`config.mk`:
```
export PLATFORM = sky130hd
export DESIGN_NAME = lsu_bus_ctrl
export DESIGN_NICKNAME = d
export VERILOG_FILES = /design/src/rtl/lsu_bus_ctrl.sv
export SDC_FILE = /design/constraint.sdc
export NUM_CORES = 1
export LEC_CHECK = 0
export CORE_ASPECT_RATIO = 1.4
export CORE_UTILIZATION = 45
export CTS_CLUSTER_DIAMETER = 150
export CTS_CLUSTER_SIZE = 8
export DETAILED_ROUTE_END_ITERATION = 10
export PLACE_DENSITY_LB_ADDON = 0.1
export SYNTH_ARGS = -nofsm -noshare
export SYNTH_HDL_FRONTEND = slang
export SYNTH_SLANG_ARGS = --single-unit
```
`constraint.sdc`:
```
create_clock -name i_CLK -period 4.4 [get_ports i_CLK]
set_input_delay 0.88 -clock i_CLK [delete_from_list [all_inputs] [get_ports i_CLK]]
set_output_delay 0.88 -clock i_CLK [all_outputs]
set_load 0.05 [all_outputs]
```
`src/rtl/lsu_bus_ctrl.sv`:
```
// Load/store unit bridging the core memory stage to the shared system bus:
// slave decode, alignment checks, lane steering, grant handshake with timeout.
module lsu_bus_ctrl #(
  parameter int N_SLAVES          = 4,
  parameter int REGIONS_PER_SLAVE = 2,
  parameter int TIMEOUT           = 16
) (
  input  logic                i_CLK,
  input  logic                i_RST,
  input  logic                i_REQ,
  input  logic                i_WE,
  input  logic                i_RE,
  input  logic [1:0]          i_HB,
  input  logic                i_UNS,
  input  logic [31:0]         i_ADDR,
  input  logic [31:0]         i_WDATA,
  output logic [31:0]         o_RDATA,
  output logic                o_BUSY,
  output logic                o_DONE,
  output logic                o_FAULT,
  output logic [1:0]          o_FAULT_CAUSE,
  input  logic [31:0]         i_BUS_RDATA,
  output logic [31:0]         o_BUS_WDATA,
  output logic [31:0]         o_BUS_ADDR,
  output logic                o_BUS_WE,
  output logic                o_BUS_RE,
  output logic [1:0]          o_BUS_HB,
  output logic [3:0]          o_BUS_BE,
  output logic [N_SLAVES-1:0] o_BUS_CE,
  output logic                o_BUS_REQ,
  input  logic                i_BUS_GNT
);

  localparam int CNT_W = ($clog2(TIMEOUT + 1) > 1) ? $clog2(TIMEOUT + 1) : 1;
  localparam logic [CNT_W-1:0] CNT_LAST = CNT_W'((TIMEOUT > 0) ? TIMEOUT - 1 : 0);
  localparam bit TO_EN = (TIMEOUT != 0);
  localparam logic [4:0] RPS = 5'(REGIONS_PER_SLAVE);
  localparam logic [4:0] NSL = 5'(N_SLAVES);

  typedef enum logic [1:0] {IDLE, WAIT_GNT, RESP} state_t;

  state_t           state;
  logic [CNT_W-1:0] cnt;
  logic [1:0]       lsb_q;
  logic             uns_q;
  logic             load_q;

  logic [4:0]          slv_idx;
  logic                mapped;
  logic                misalign;
  logic                accept;
  logic [N_SLAVES-1:0] ce_dec;
  logic [3:0]          be_dec;
  logic [31:0]         wdata_rep;
  logic [1:0]          cause_dec;

  // Pick the addressed byte/half from the bus word and extend it to 32 bits.
  function automatic logic [31:0] load_ext(input logic [31:0] rd, input logic [1:0] lsb,
                                           input logic [1:0] hb, input logic uns);
    logic [7:0]  b;
    logic [15:0] h;
    case (lsb)
      2'd0:    b = rd[7:0];
      2'd1:    b = rd[15:8];
      2'd2:    b = rd[23:16];
      default: b = rd[31:24];
    endcase
    h = lsb[1] ? rd[31:16] : rd[15:0];
    case (hb)
      2'b00:   return uns ? {24'h0, b} : {{24{b[7]}}, b};
      2'b01:   return uns ? {16'h0, h} : {{16{h[15]}}, h};
      default: return rd;
    endcase
  endfunction

  always_comb begin
    slv_idx  = {1'b0, i_ADDR[31:28]} / RPS;
    mapped   = (slv_idx < NSL);
    ce_dec   = '0;
    if (mapped) ce_dec = N_SLAVES'(1) << slv_idx;
    misalign = (i_HB == 2'b11) || (i_HB == 2'b01 && i_ADDR[0]) ||
               (i_HB == 2'b10 && i_ADDR[1:0] != 2'b00);
    case (i_HB)
      2'b00: begin
        be_dec    = 4'b0001 << i_ADDR[1:0];
        wdata_rep = {4{i_WDATA[7:0]}};
      end
      2'b01: begin
        be_dec    = 4'b0011 << i_ADDR[1:0];
        wdata_rep = {2{i_WDATA[15:0]}};
      end
      default: begin
        be_dec    = 4'b1111;
        wdata_rep = i_WDATA;
      end
    endcase
    if (i_WE && i_RE)  cause_dec = 2'b10;
    else if (misalign) cause_dec = 2'b01;
    else if (!mapped)  cause_dec = 2'b10;
    else               cause_dec = 2'b00;
    accept = (state == IDLE) && i_REQ && (i_WE || i_RE);
  end

  always_ff @(posedge i_CLK or posedge i_RST) begin
    if (i_RST) begin
      state         <= IDLE;
      cnt           <= '0;
      lsb_q         <= '0;
      uns_q         <= 1'b0;
      load_q        <= 1'b0;
      o_RDATA       <= '0;
      o_BUSY        <= 1'b0;
      o_DONE        <= 1'b0;
      o_FAULT       <= 1'b0;
      o_FAULT_CAUSE <= '0;
      o_BUS_WDATA   <= '0;
      o_BUS_ADDR    <= '0;
      o_BUS_WE      <= 1'b0;
      o_BUS_RE      <= 1'b0;
      o_BUS_HB      <= '0;
      o_BUS_BE      <= '0;
      o_BUS_CE      <= '0;
      o_BUS_REQ     <= 1'b0;
    end else begin
      o_DONE <= 1'b0;
      case (state)
        IDLE: begin
          if (accept) begin
            o_BUSY <= 1'b1;
            lsb_q  <= i_ADDR[1:0];
            uns_q  <= i_UNS;
            load_q <= i_RE;
            if (cause_dec != 2'b00) begin
              // Faulting access goes straight to the response, bus untouched.
              state         <= RESP;
              o_DONE        <= 1'b1;
              o_FAULT       <= 1'b1;
              o_FAULT_CAUSE <= cause_dec;
              o_RDATA       <= '0;
            end else begin
              state       <= WAIT_GNT;
              cnt         <= '0;
              o_BUS_REQ   <= 1'b1;
              o_BUS_WE    <= i_WE;
              o_BUS_RE    <= i_RE;
              o_BUS_HB    <= i_HB;
              o_BUS_BE    <= be_dec;
              o_BUS_CE    <= ce_dec;
              o_BUS_ADDR  <= {4'h0, i_ADDR[27:0]};
              o_BUS_WDATA <= wdata_rep;
            end
          end
        end
        WAIT_GNT: begin
          if (i_BUS_GNT || (TO_EN && cnt == CNT_LAST)) begin
            state         <= RESP;
            o_DONE        <= 1'b1;
            o_FAULT       <= !i_BUS_GNT;
            o_FAULT_CAUSE <= i_BUS_GNT ? 2'b00 : 2'b11;
            o_RDATA       <= (i_BUS_GNT && load_q) ?
                             load_ext(i_BUS_RDATA, lsb_q, o_BUS_HB, uns_q) : 32'h0;
            o_BUS_REQ     <= 1'b0;
            o_BUS_WE      <= 1'b0;
            o_BUS_RE      <= 1'b0;
            o_BUS_BE      <= '0;
            o_BUS_CE      <= '0;
          end else begin
            cnt <= cnt + 1'b1;
          end
        end
        RESP: begin
          state         <= IDLE;
          o_BUSY        <= 1'b0;
          o_FAULT       <= 1'b0;
          o_FAULT_CAUSE <= '0;
          o_RDATA       <= '0;
        end
        default: state <= IDLE;
      endcase
    end
  end

endmodule
```
Word-level counts from Yosys, hierarchy flattened
Cells that the tools add are included.

storage, ports and cells
  register bits = 121
  latch bits = 0
  memory bits (writable) = 0
  ROM bits = 0
  input bits = 105
  output and inout port bits = 114
  logic and storage cells = 121
  memories kept = 0

operators by class
  add/subtract/negate cells = 1
  $mul = 0
  divide/modulo/power cells = 0
  magnitude comparators = 1
  eq/ne operators = 14
  shift-type cells = 3
  mux-type cells = 56
  bitwise operators = 1
  reduce and logical (&&, ||, !) cells = 27

operator list
  kind                 count
  $mux 32              6
  $pmux 32 s2          2
  $pmux 32 s3          1
  $mux 4               6
  $pmux 4 s2           3
  $pmux 8 s3           1
  $mux 2               10
  $mux 16              1
  $mux 5               3
  $mux 1               14
  $reduce_and 4->1     3
  $pmux 1 s2           5
  $pmux 5 s2           1
  $eq 2x1->1 const B   4
  $eq 2x2->1 const B   4
  $logic_not 2->1      4
  $ne 2x2->1 const B   4
  $reduce_bool 2->1    4
  $logic_and 1x1->1    6
  $pmux 2 s3           1
  $reduce_and 2->1     3
  $add 5x1->5 const B  1
  $eq 5x4->1 const B   1
  $logic_or 1x1->1     4
  11 further kinds     11

Longest topological paths before layout
Gate-level depths: netlist of run 1.

  depth after elaboration = 10
  mapped depth = 10
  depth with buffers taken out = 7

Least setup slack after synthesis of run 1
Ideal clock, no wire load.

  path kind = input-to-reg
  start = input i_ADDR[1]
  end = register cnt[3]
  setup time = 0.126 ns
  arrival = 2.266 ns
  data required time = 4.274 ns
  setup slack = 2.007 ns
  stages on the path = 6
  path buffers = 2
  path through = buf_6 or3_4 a211o_1 buf_6 and3_1 a311o_1

on the way
  longest elaborated chain between the ends = 8

ends and longest elaborated chain
  element                     RTL line  text
  start, declared             15        input logic [31:0] i_ADDR,
  $reduce_bool 2->1           82        (i_HB == 2'b10 && i_ADDR[1:0] != 2'b00);
  $logic_and 1x1->1           82
  $logic_or 1x1->1            81        misalign = (i_HB == 2'b11) || (i_HB == 2'b01 && i_ADDR[0]) ||
  $mux 2                      98        else if (misalign) cause_dec = 2'b01;
  $mux 2                      97        if (i_WE && i_RE) cause_dec = 2'b10;
  $reduce_bool 2->1           133       if (cause_dec != 2'b00) begin
  $ne 2x2->1 (no line)        --
  $reduce_and 4->1 (no line)  --
  end signal, assigned        168       cnt <= cnt + 1'b1;
  end, declared               43        logic [CNT_W-1:0] cnt;

Every way passes these cells.
A chain may end at the register's enable or synchronous reset.

Worst setup path in the final report of run 1
  start = input i_RE
  end = register o_RDATA[9]

on the way
  longest elaborated chain between the ends = 5
  elaborated cells between the ends (all ways) = 8
  classes of those cells = 2 x eq/ne; 1 x mux; 5 x reduce/logical

ends and longest elaborated chain
  element                         RTL line  text
  start, declared                 12        input logic i_RE,
  $logic_and 1x1->1               97
  $mux 2                          97
  $reduce_bool 2->1               133
  $ne 2x1->1 (no line)            --
  $reduce_and 4->1 (no line) (*)  --
  end signal, assigned            160       o_RDATA <= (i_BUS_GNT && load_q) ?
  end, declared                   17        output logic [31:0] o_RDATA,

Mark *: on every way between the ends. The rest lies on a longest branch, timed or not.

==> results_dict.tcl, run 1 <==
set metrics [dict create \
    cts_hold_buf 0 \
    cts_buffers 17 \
    r2r_start "state[0]" \
    rows 49 \
    die_y_um 138 \
    hold_viol 0 \
    muxShareOfSynthArea 0.130 \
    power_density_nw_per_um2 709 \
    rsz0062_at_grt "false" \
    vias_per_cell 5.29 \
    fin_tns_setup_ns 0 \
    grt_pass1_vias 5428 \
    fill_cells 1011 \
    synth_top_flop_cell "dfrtp_1" \
    yosysMostFrequentCell "nand2_1" \
    synth_area_per_cell_um2 9.94 \
    track_usage 0.250 \
    synth-warning-count 0 \
    crit_path_end_kind "flop" \
    path_common_cell "buf_4" \
    io_buffers 213 \
    drt_pass1_iterations 4 \
    top_level_ports 219 \
    routedWlPerCell_um 16.9 \
    holdPathStages 2 \
    max_slew_margin 0.395 \
    design_area_um2 8810 \
    setup_viol 0 \
    drtIter0Drc 258 \
    placed_cell_area_um2 8210 \
    area_growth_pct 47.3 \
    crit_slowest_cell "clkdlybuf4s50_1" \
    gr-total-overflow 0 \
    start_kind "primary input" \
    die-area_um2 13800 \
    yosysTopAreaCell "dfrtp_1" \
    post_cts_resized 0 \
    crit_type "primary input to flop" \
    place_congestion 0.876 \
    ir_worst_vdd_mv 0.431 \
    r2r_slack_ns 1.38 \
    cts.path.max_buffers 2 \
    r2r_cells 8 \
    async_flop_share 1.00 \
    status "completed" \
    core_area_um2 12900 \
    grt_pass1_wl_um 26900 \
    synth_seq_cells 121 \
    cts_tree "built" \
    synth_cells 602 \
    stdcell_count 992 \
    antenna_cells 0 \
    nets 912 \
    cts_num_sinks 121 \
    yosys-top-cells-area "dfrtp_1 (51%), nand2_1 (9.8%), mux2_2 (6.8%)" \
    worst_hold_slack_ns 0.474 \
    worstHoldEndpoint "o_BUS_ADDR[12]" \
    synth-edff-count 0 \
    leakage_nw 3.96 \
    worstHoldStart "o_BUS_ADDR[12]" \
    antenna_found_initial 0 \
    synth_adder_area_share 0.0125 \
    finish.utilization 0.681 \
    drive_gt1_frac 0.115 \
    hold_class "flop to flop" \
    cp.arrival_ns 3.40 \
    synth_common_cells "nand2_1 (157), dfrtp_1 (121), o21ai_0 (58), mux2_2 (36), mux2i_1 (34)" \
    synth_compound_area_frac 0.157 \
    max_clock_freq_ghz 0.321 \
    synth-xor-area-share 0 \
    wl_um 16800 \
    worstSkewPairLatency_ns 0.41 \
    yosysUniqueCellTypes 52 \
    multi_input_area_um2 2700 \
    cts_root_buffer "clkbuf_16" \
    yosysTopAreaCellShare 0.506 \
    ant_nets 0 \
    synth.cell_area_um2 5980 \
    ys_seq_area_frac 0.506 \
    tightest_slew_ns 0.904 \
    htreeDepth 4 \
    postCtsSetupRepairBufs 0 \
    drc 0 \
    slew_violations 0 \
    rr_endpoint "o_RDATA[9]" \
    skew_ns 0.0111 \
    start_util 0.463 \
    period_share 0.708 \
    grt_max_degree 52 \
    dr_total_vias 5247 \
    crit_required_ns 4.68 \
    slowest_delay_ns 0.58 \
    synth_top_family_by_area "compound AO/OA/AOI/OAI gates" \
    die_x_um 99.5 \
    post-route-min-period_ns 3.11 \
    cp_max_fo 32 \
    drv_cap 0 \
    dpl.cell_count 960 \
    dp_hpwl_um 12000 \
    yosys.area_share.simple 0.147 \
    clk_pin_slew_ns 0.06 \
    seqCellArea_um2 3030 \
    cp_cell_sequence "clkdlybuf4s50_1 -> o211ai_1 -> buf_4 -> a211oi_1 -> and2_1 -> buf_4 -> mux2_2" \
]
==> power by group <==
group          leakage, nW  switching (W)  internal (W)
Combinational         2.09        0.00200       0.00106
Sequential            1.57       0.000288       0.00149
Clock                0.293       0.000493      0.000920
==> critical path: cells and delay by family <==
family,cells,cell delay (ns)
AND/OR/NAND/NOR,1,0.27
AO/OA/AOI/OAI,2,0.61
buffers and inverters,3,1.21
multiplexers,1,0.39
==> cell type report <==
cell class | instances | area share
tap | 178 | 0.0253
clock buffer | 21 | 0.0522
clock inverter | 11 | 0.0166
inverter | 9 | 0.00412
timing repair buffer | 223 | 0.252
sequential | 121 | 0.344
multi-input combinational | 429 | 0.306
==> flip-flops by register name, summed over array words and instances (netlist names), 2 cells and up <==
| register | count |
|---|---|
| o_BUS_ADDR | 28 |
| o_BUS_CE | 4 |
| o_BUS_WDATA | 32 |
| cnt | 5 |
| o_BUS_BE | 4 |
| state | 2 |
| o_BUS_HB | 2 |
| lsb_q | 2 |
| o_FAULT_CAUSE | 2 |
| o_RDATA | 32 |
==> layout by cell type (no fill, tap or decap), types with 3 or more instances in the layout <==
cell             instances
mux2i_1                 34
conb_1                   4
clkinv_2                 3
o22ai_1                  8
and3_1                   3
a221oi_1                 7
nand2b_1                 6
bufinv_16                3
mux2_2                  36
a21o_1                   4
clkinv_4                 3
clkbuf_16               17
nor2_1                  17
o2bb2ai_1                4
inv_1                    8
a31oi_1                  3
o21ai_0                 58
buf_4                    9
a22o_1                   8
dfrtp_1                121
clkdlybuf4s50_1        213
o221a_2                  7
ha_1                     6
nand2_1                157
a21oi_1                 18
o211ai_1                 5
nor2b_1                  9
nand3_1                  5
==> metrics by stage <==
stage	worst slack, ns	power (W)
final	1.29	0.00625
after CTS	1.34	0.00628
after floorplan	0.306	0.00381
after global placement	0.968	0.00479
after global routing	1.24	0.00652
after detailed placement	0.926	0.00484
==> worst max-delay path by stage <==
stage / from / end / slack (ns)
4_1_cts: i_RE / o_RDATA[9] / 1.34
5_1_grt: i_RE / o_RDATA[25] / 1.24
3_5_place_dp: i_RE / o_RDATA[11] / 0.93
2_1_floorplan: i_RST / cnt[0] / 0.31
3_3_place_gp: i_RE / o_RDATA[9] / 0.97
6_report: i_RE / o_RDATA[9] / 1.29
==> cells by family after synthesis <==
| group | count (synthesis) |
|---|---|
| flip-flops | 121 |
| buffers and inverters | 55 |
| multiplexers | 72 |
| AND/OR/NAND/NOR | 209 |
| adder cells (fa/ha/maj) | 6 |
| AO/OA/AOI/OAI | 138 |
| other | 1 |
==> routing by layer <==
metal,vias up,global-route usage,wire length [um]
met4,0,0.0952,301
met1,2563,0.271,6370
met2,180,0.450,8960
met3,20,0.0784,1140
met5,-,0,0
li1,2484,-,-
(Power assumes the default switching activity.)
==> inputs of run 2 (changes only) <==
==> constraint.sdc (replaced) <==
create_clock -name i_CLK -period 3.05 [get_ports i_CLK]
set_input_delay 0.61 -clock i_CLK [delete_from_list [all_inputs] [get_ports i_CLK]]
set_output_delay 0.61 -clock i_CLK [all_outputs]
set_load 0.05 [all_outputs]
==> run 2 against run 1 <==
Against the previous run:
- critical path depth down 6
- cell count up 0.50%
- die area is the same
- first-iteration DRC count fell by 6.6%
- clock skew is 0.0032 ns lower
- setup slack worse by 0.75 ns
- flip-flop and latch count unchanged
- register-to-register slack got worse by 0.78 ns
- worst hold slack barely moved
- total power up 45%
- via count increased by 1.8%
- critical endpoint is now o_BUS_HB[0]
- highest routed layer unchanged
==> results_dict.tcl, run 2 (synthesis results as in run 1) <==
set metrics [dict create \
    routedWlPerCell_um 17.4 \
    track_usage 0.261 \
    die_y_um 138 \
    crit_family "buffers and inverters" \
    worstSkewPairLatency_ns 0.41 \
    final.setup.worst_slack_ns 0.534 \
    cp_max_fo 14 \
    cts_buffers 17 \
    dpl.cell_count 965 \
    die-area_um2 13800 \
    start_kind "flop" \
    layout_common_cells "clkdlybuf4s50_1 (213), nand2_1 (157), dfrtp_1 (121)" \
    cp_num_buf_inv 1 \
    clk_pin_slew_ns 0.06 \
    io_buffers 213 \
    wl_um 17400 \
    core_area_um2 12900 \
    seqCellArea_um2 3030 \
    cts_tree "built" \
    drive_gt1_frac 0.122 \
    max_clock_freq_ghz 0.398 \
    drtIter0Drc 241 \
    grt_pass1_vias 5494 \
    period_share 0.825 \
    multi_input_area_um2 2700 \
    top_level_ports 219 \
    cts_hold_buf 0 \
    slew_violations 0 \
    skew_ns 0.00785 \
    place_congestion 0.872 \
    dr_total_vias 5342 \
    post_cts_resized 0 \
    tightest_slew_ns 0.963 \
    fin_tns_setup_ns 0 \
    post-place-ws_ns 0.273 \
    cp_cell_sequence "clkdlybuf4s50_1" \
    htreeDepth 4 \
    hold_class "flop to flop" \
    fill_cells 1048 \
    largestRegisters "o_BUS_WDATA: 32 flops, o_RDATA: 32 flops, o_BUS_ADDR: 28 flops" \
    drv_cap 0 \
    antenna_found_initial 0 \
    postCtsSetupRepairBufs 0 \
    cp.arrival_ns 1.91 \
    drc 0 \
    stdcell_count 997 \
    setup_viol 0 \
    crit_required_ns 2.44 \
    ant_nets 0 \
    power_density_nw_per_um2 1020 \
    die_x_um 99.5 \
    gr-total-overflow 0 \
    crit_slowest_cell "clkdlybuf4s50_1" \
    status "completed" \
    rows 49 \
    dp_hpwl_um 12300 \
    antenna_cells 0 \
    crit_type "flop to output port" \
    vias_per_cell 5.36 \
    cts_num_sinks 121 \
    max_slew_margin 0.356 \
    rsz0062_at_grt "false" \
    cts.path.max_buffers 2 \
    area_growth_pct 48.3 \
    start_util 0.463 \
    leakage_nw 3.97 \
    post-route-min-period_ns 2.52 \
    ir_worst_vdd_mv 0.654 \
    final_common_cell "clkdlybuf4s50_1" \
    nets 917 \
    cts_root_buffer "clkbuf_16" \
    drt_pass1_iterations 5 \
    hold_viol 0 \
    crit_path_end_kind "output port" \
    grt_pass1_wl_um 27900 \
    grt_max_degree 122 \
    slowest_delay_ns 0.89 \
]
run 2: cell count changes in the layout (fill, tap and decap cells not counted), sizes merged:
cell | previous run | this run
clkinv | 6 | 4
clkinvlp | 2 | 6
buf | 10 | 15
inv | 9 | 10
clkbuf | 21 | 19
bufinv | 3 | 2
run 2: final cells by class:
class | count | area share
Sequential cell | 121 | 0.341
Tap cell | 178 | 0.0251
Inverter | 9 | 0.00423
Timing Repair Buffer | 228 | 0.259
Clock buffer | 19 | 0.0499
Clock inverter | 13 | 0.0165
Multi-Input combinational cell | 429 | 0.304
run 2: metrics by stage:
stage	instance area [um2]	power, W	utilization	hold WS [ns]
global route	8870	0.00945	0.686	0.496
global placement	8280	0.00697	0.640	0.457
detailed placement	8280	0.00706	0.640	0.463
CTS	8870	0.00910	0.686	0.477
finish	8870	0.00903	0.686	0.474
floorplan	6000	0.00550	-	0.456
run 2: path summary, 6_finish.rpt:
| kind | slack (ns) | from | cells past startpoint | to |
|---|---|---|---|---|
| worst max-delay path | 0.53 | o_BUS_HB[0] | 1 | o_BUS_HB[0] |
| worst min-delay path | 0.47 | o_BUS_ADDR[18] | 2 | o_BUS_ADDR[18] |
| worst max register to register | 0.60 | cnt[0] | 8 | o_RDATA[8] |
| worst min register to register | 0.47 | o_BUS_ADDR[18] | 2 | o_BUS_ADDR[18] |
| max in group asynchronous | 1.82 | i_RST | 3 | o_DONE |
| min in group asynchronous | 0.71 | i_RST | 3 | o_RDATA[3] |
run 2: where the power goes:
| group | switching, W | total [W] | internal (W) |
|---|---|---|---|
| sequential | 0.000357 | 0.00251 | 0.00215 |
| combinational | 0.00296 | 0.00453 | 0.00157 |
| clock | 0.000762 | 0.00199 | 0.00123 |
run 2: per-layer routing:
metal | track usage | wire [um] | vias to the layer above
met3 | 0.0789 | 1210 | 33
met2 | 0.459 | 9270 | 215
met5 | 0 | 0 | -
li1 | - | - | 2494
met4 | 0.119 | 519 | 0
met1 | 0.287 | 6370 | 2600
==> inputs of run 3 (changes only) <==
--- a/config.mk
+++ b/config.mk
@@ -6,7 +6,7 @@
 export NUM_CORES = 1
 export LEC_CHECK = 0
 export CORE_ASPECT_RATIO = 1.4
-export CORE_UTILIZATION = 45
+export CORE_UTILIZATION = 41
 export CTS_CLUSTER_DIAMETER = 150
 export CTS_CLUSTER_SIZE = 8
 export DETAILED_ROUTE_END_ITERATION = 10
==> constraint.sdc (replaced) <==
create_clock -name i_CLK -period 2.1 [get_ports i_CLK]
set_input_delay 0.42 -clock i_CLK [delete_from_list [all_inputs] [get_ports i_CLK]]
set_output_delay 0.42 -clock i_CLK [all_outputs]
set_load 0.05 [all_outputs]
==> run 3 against run 2 <==
Against the previous run:
- cell count rose by 4.8%
- global-route usage shrank 2.0 points
- wire length up 3.1%
- largest cell class unchanged
- sequential share of layout area decreased by 1.5 points
- critical path type is now flop to flop
- flip-flop and latch count unchanged
==> results_dict.tcl, run 3 (synthesis results as in run 1) <==
set metrics [dict create \
    layout_common_cells "clkdlybuf4s50_1 (211), nand2_1 (157), dfrtp_1 (121)" \
    max_slew_margin 0.613 \
    final_common_cell "clkdlybuf4s50_1" \
    top_level_ports 219 \
    slew_violations 0 \
    r2r_start "cnt[1]" \
    cts_hold_buf 0 \
    grt_max_degree 65 \
    gr-total-overflow 0 \
    drtIter0Drc 245 \
    wl_um 17900 \
    antenna_cells 0 \
    internal-power_w 0.00729 \
    core_area_um2 14100 \
    cts_num_sinks 121 \
    clk_pin_slew_ns 0.06 \
    place_congestion 0.861 \
    crit_type "flop to flop" \
    crit_path_end_kind "flop" \
    critPathLaunch "cnt[1]" \
    htreeDepth 4 \
    largestRegisters "o_BUS_WDATA: 32 flops, o_RDATA: 32 flops, o_BUS_ADDR: 28 flops" \
    drt_pass1_iterations 4 \
    power_density_nw_per_um2 1430 \
    drc 0 \
    pwr-share-seq 0.274 \
    rsz0062_at_grt "true" \
    track_usage 0.241 \
    die-area_um2 15100 \
    drv_cap 0 \
    die_y_um 145 \
    worstSkewPairLatency_ns 0.41 \
    cp_max_fo 9 \
    nets 958 \
    vias_per_cell 5.22 \
    status "completed" \
    design_area_um2 9280 \
    setup_viol 0 \
    routedWlPerCell_um 17.1 \
    clkPwrFrac 0.209 \
    rows 51 \
    skew_ns 0.00982 \
    cts_buffers 17 \
    cts.path.max_buffers 2 \
    ant_nets 0 \
    crit_required_ns 2.39 \
    p_sw_w 0.00603 \
    ir_worst_vdd_mv 0.914 \
    grt_pass1_vias 5639 \
    cts_tree "built" \
    drive_gt1_frac 0.173 \
    dr_total_vias 5454 \
    stdcell_count 1045 \
    hold_viol 0 \
    max_clock_freq_ghz 0.482 \
    die_x_um 104 \
    antenna_found_initial 0 \
    finish.utilization 0.658 \
    tightest_slew_ns 0.581 \
    cts_root_buffer "clkbuf_16" \
    grt_pass1_wl_um 29000 \
    dp_hpwl_um 12800 \
    switching_share 0.453 \
    fin_tns_setup_ns 0 \
    dpl.cell_count 1007 \
    start_kind "flop" \
    leakage_nw 4.19 \
    placed_cell_area_um2 8590 \
    cp.arrival_ns 2.37 \
    area_growth_pct 55.1 \
    p_total_w 0.0133 \
    post-route-min-period_ns 2.08 \
    start_util 0.424 \
    period_share 0.989 \
    io_buffers 213 \
    p_comb_frac 0.517 \
    hold_class "primary input to asynchronous set/reset pin" \
]
[run 3: cell types whose count changed in the layout (fill, tap and decap cells not counted), moves of 2 or more]
cell / delta
ha_2: +2
ha_1: -3
clkinvlp_4: +2
mux2_2: -6
buf_4: +39
clkdlybuf4s50_1: -2
mux2_4: +6
[run 3: path summary, 6_finish.rpt]
kind                                  end  slack (ns)  cells after the start
max                            o_RDATA[1]        0.02                      8
min                           o_RDATA[24]        0.37                      2
max reg2reg                    o_RDATA[1]        0.02                      8
min reg2reg                o_BUS_WDATA[5]        0.47                      2
max in group asynchronous     o_BUS_BE[2]        1.12                      3
min in group i_CLK         o_BUS_WDATA[5]        0.47                      2
[run 3: cell type report]
type / instances / area, um2
multi-input combinational: 429 / 2770
tap: 185 / 231
timing repair buffer: 269 / 2650
sequential: 121 / 3030
fill: 1151 / 4820
inverter: 9 / 37.5
clock inverter: 13 / 123
clock buffer: 19 / 443
[run 3: power groups by stage]
stage	registers [W]	clock network, W	logic (W)
final	0.00365	0.00278	0.00689
after global routing	0.00375	0.00295	0.00725
after CTS	0.00365	0.00283	0.00683
after detailed placement	0.00367	0	0.00668
after global placement	0.00363	0	0.00659
after floorplan	0.00617	0	0.00186
[run 3: what timing repair did]
action	4_1_cts	5_1_grt
gates cloned	1	1
resized for setup	3	9
pin swaps	3	1
endpoints found under the setup margin	32	23
setup buffers	2	2
[run 3: critical path, cell delays in order (launching register included)]
cell	delay, ns
dfrtp_1	0.37
ha_2	0.19
and3_4	0.19
ha_4	0.14
nor3b_4	0.05
a211oi_2	0.24
and2_4	0.25
clkbuf_16	0.19
mux2_2	0.33
[run 3: per-layer routing]
| metal | share of wire | GRT usage | vias up |
|---|---|---|---|
| li1 | - | - | 2579 |
| met1 | 0.39 | 0.272 | 2644 |
| met2 | 0.53 | 0.429 | 205 |
| met3 | 0.067 | 0.0660 | 26 |
| met4 | 0.020 | 0.0907 | 0 |
| met5 | 0 | 0 | - |
[run 3: per-stage QoR]
step,hold slack (ns),worst slack (ns)
global placement,0.459,-0.236
detailed placement,0.462,-0.289
floorplan,0.456,0.00458
global route,0.401,-0.0341
finish,0.370,0.0235
CTS,0.375,0.00999
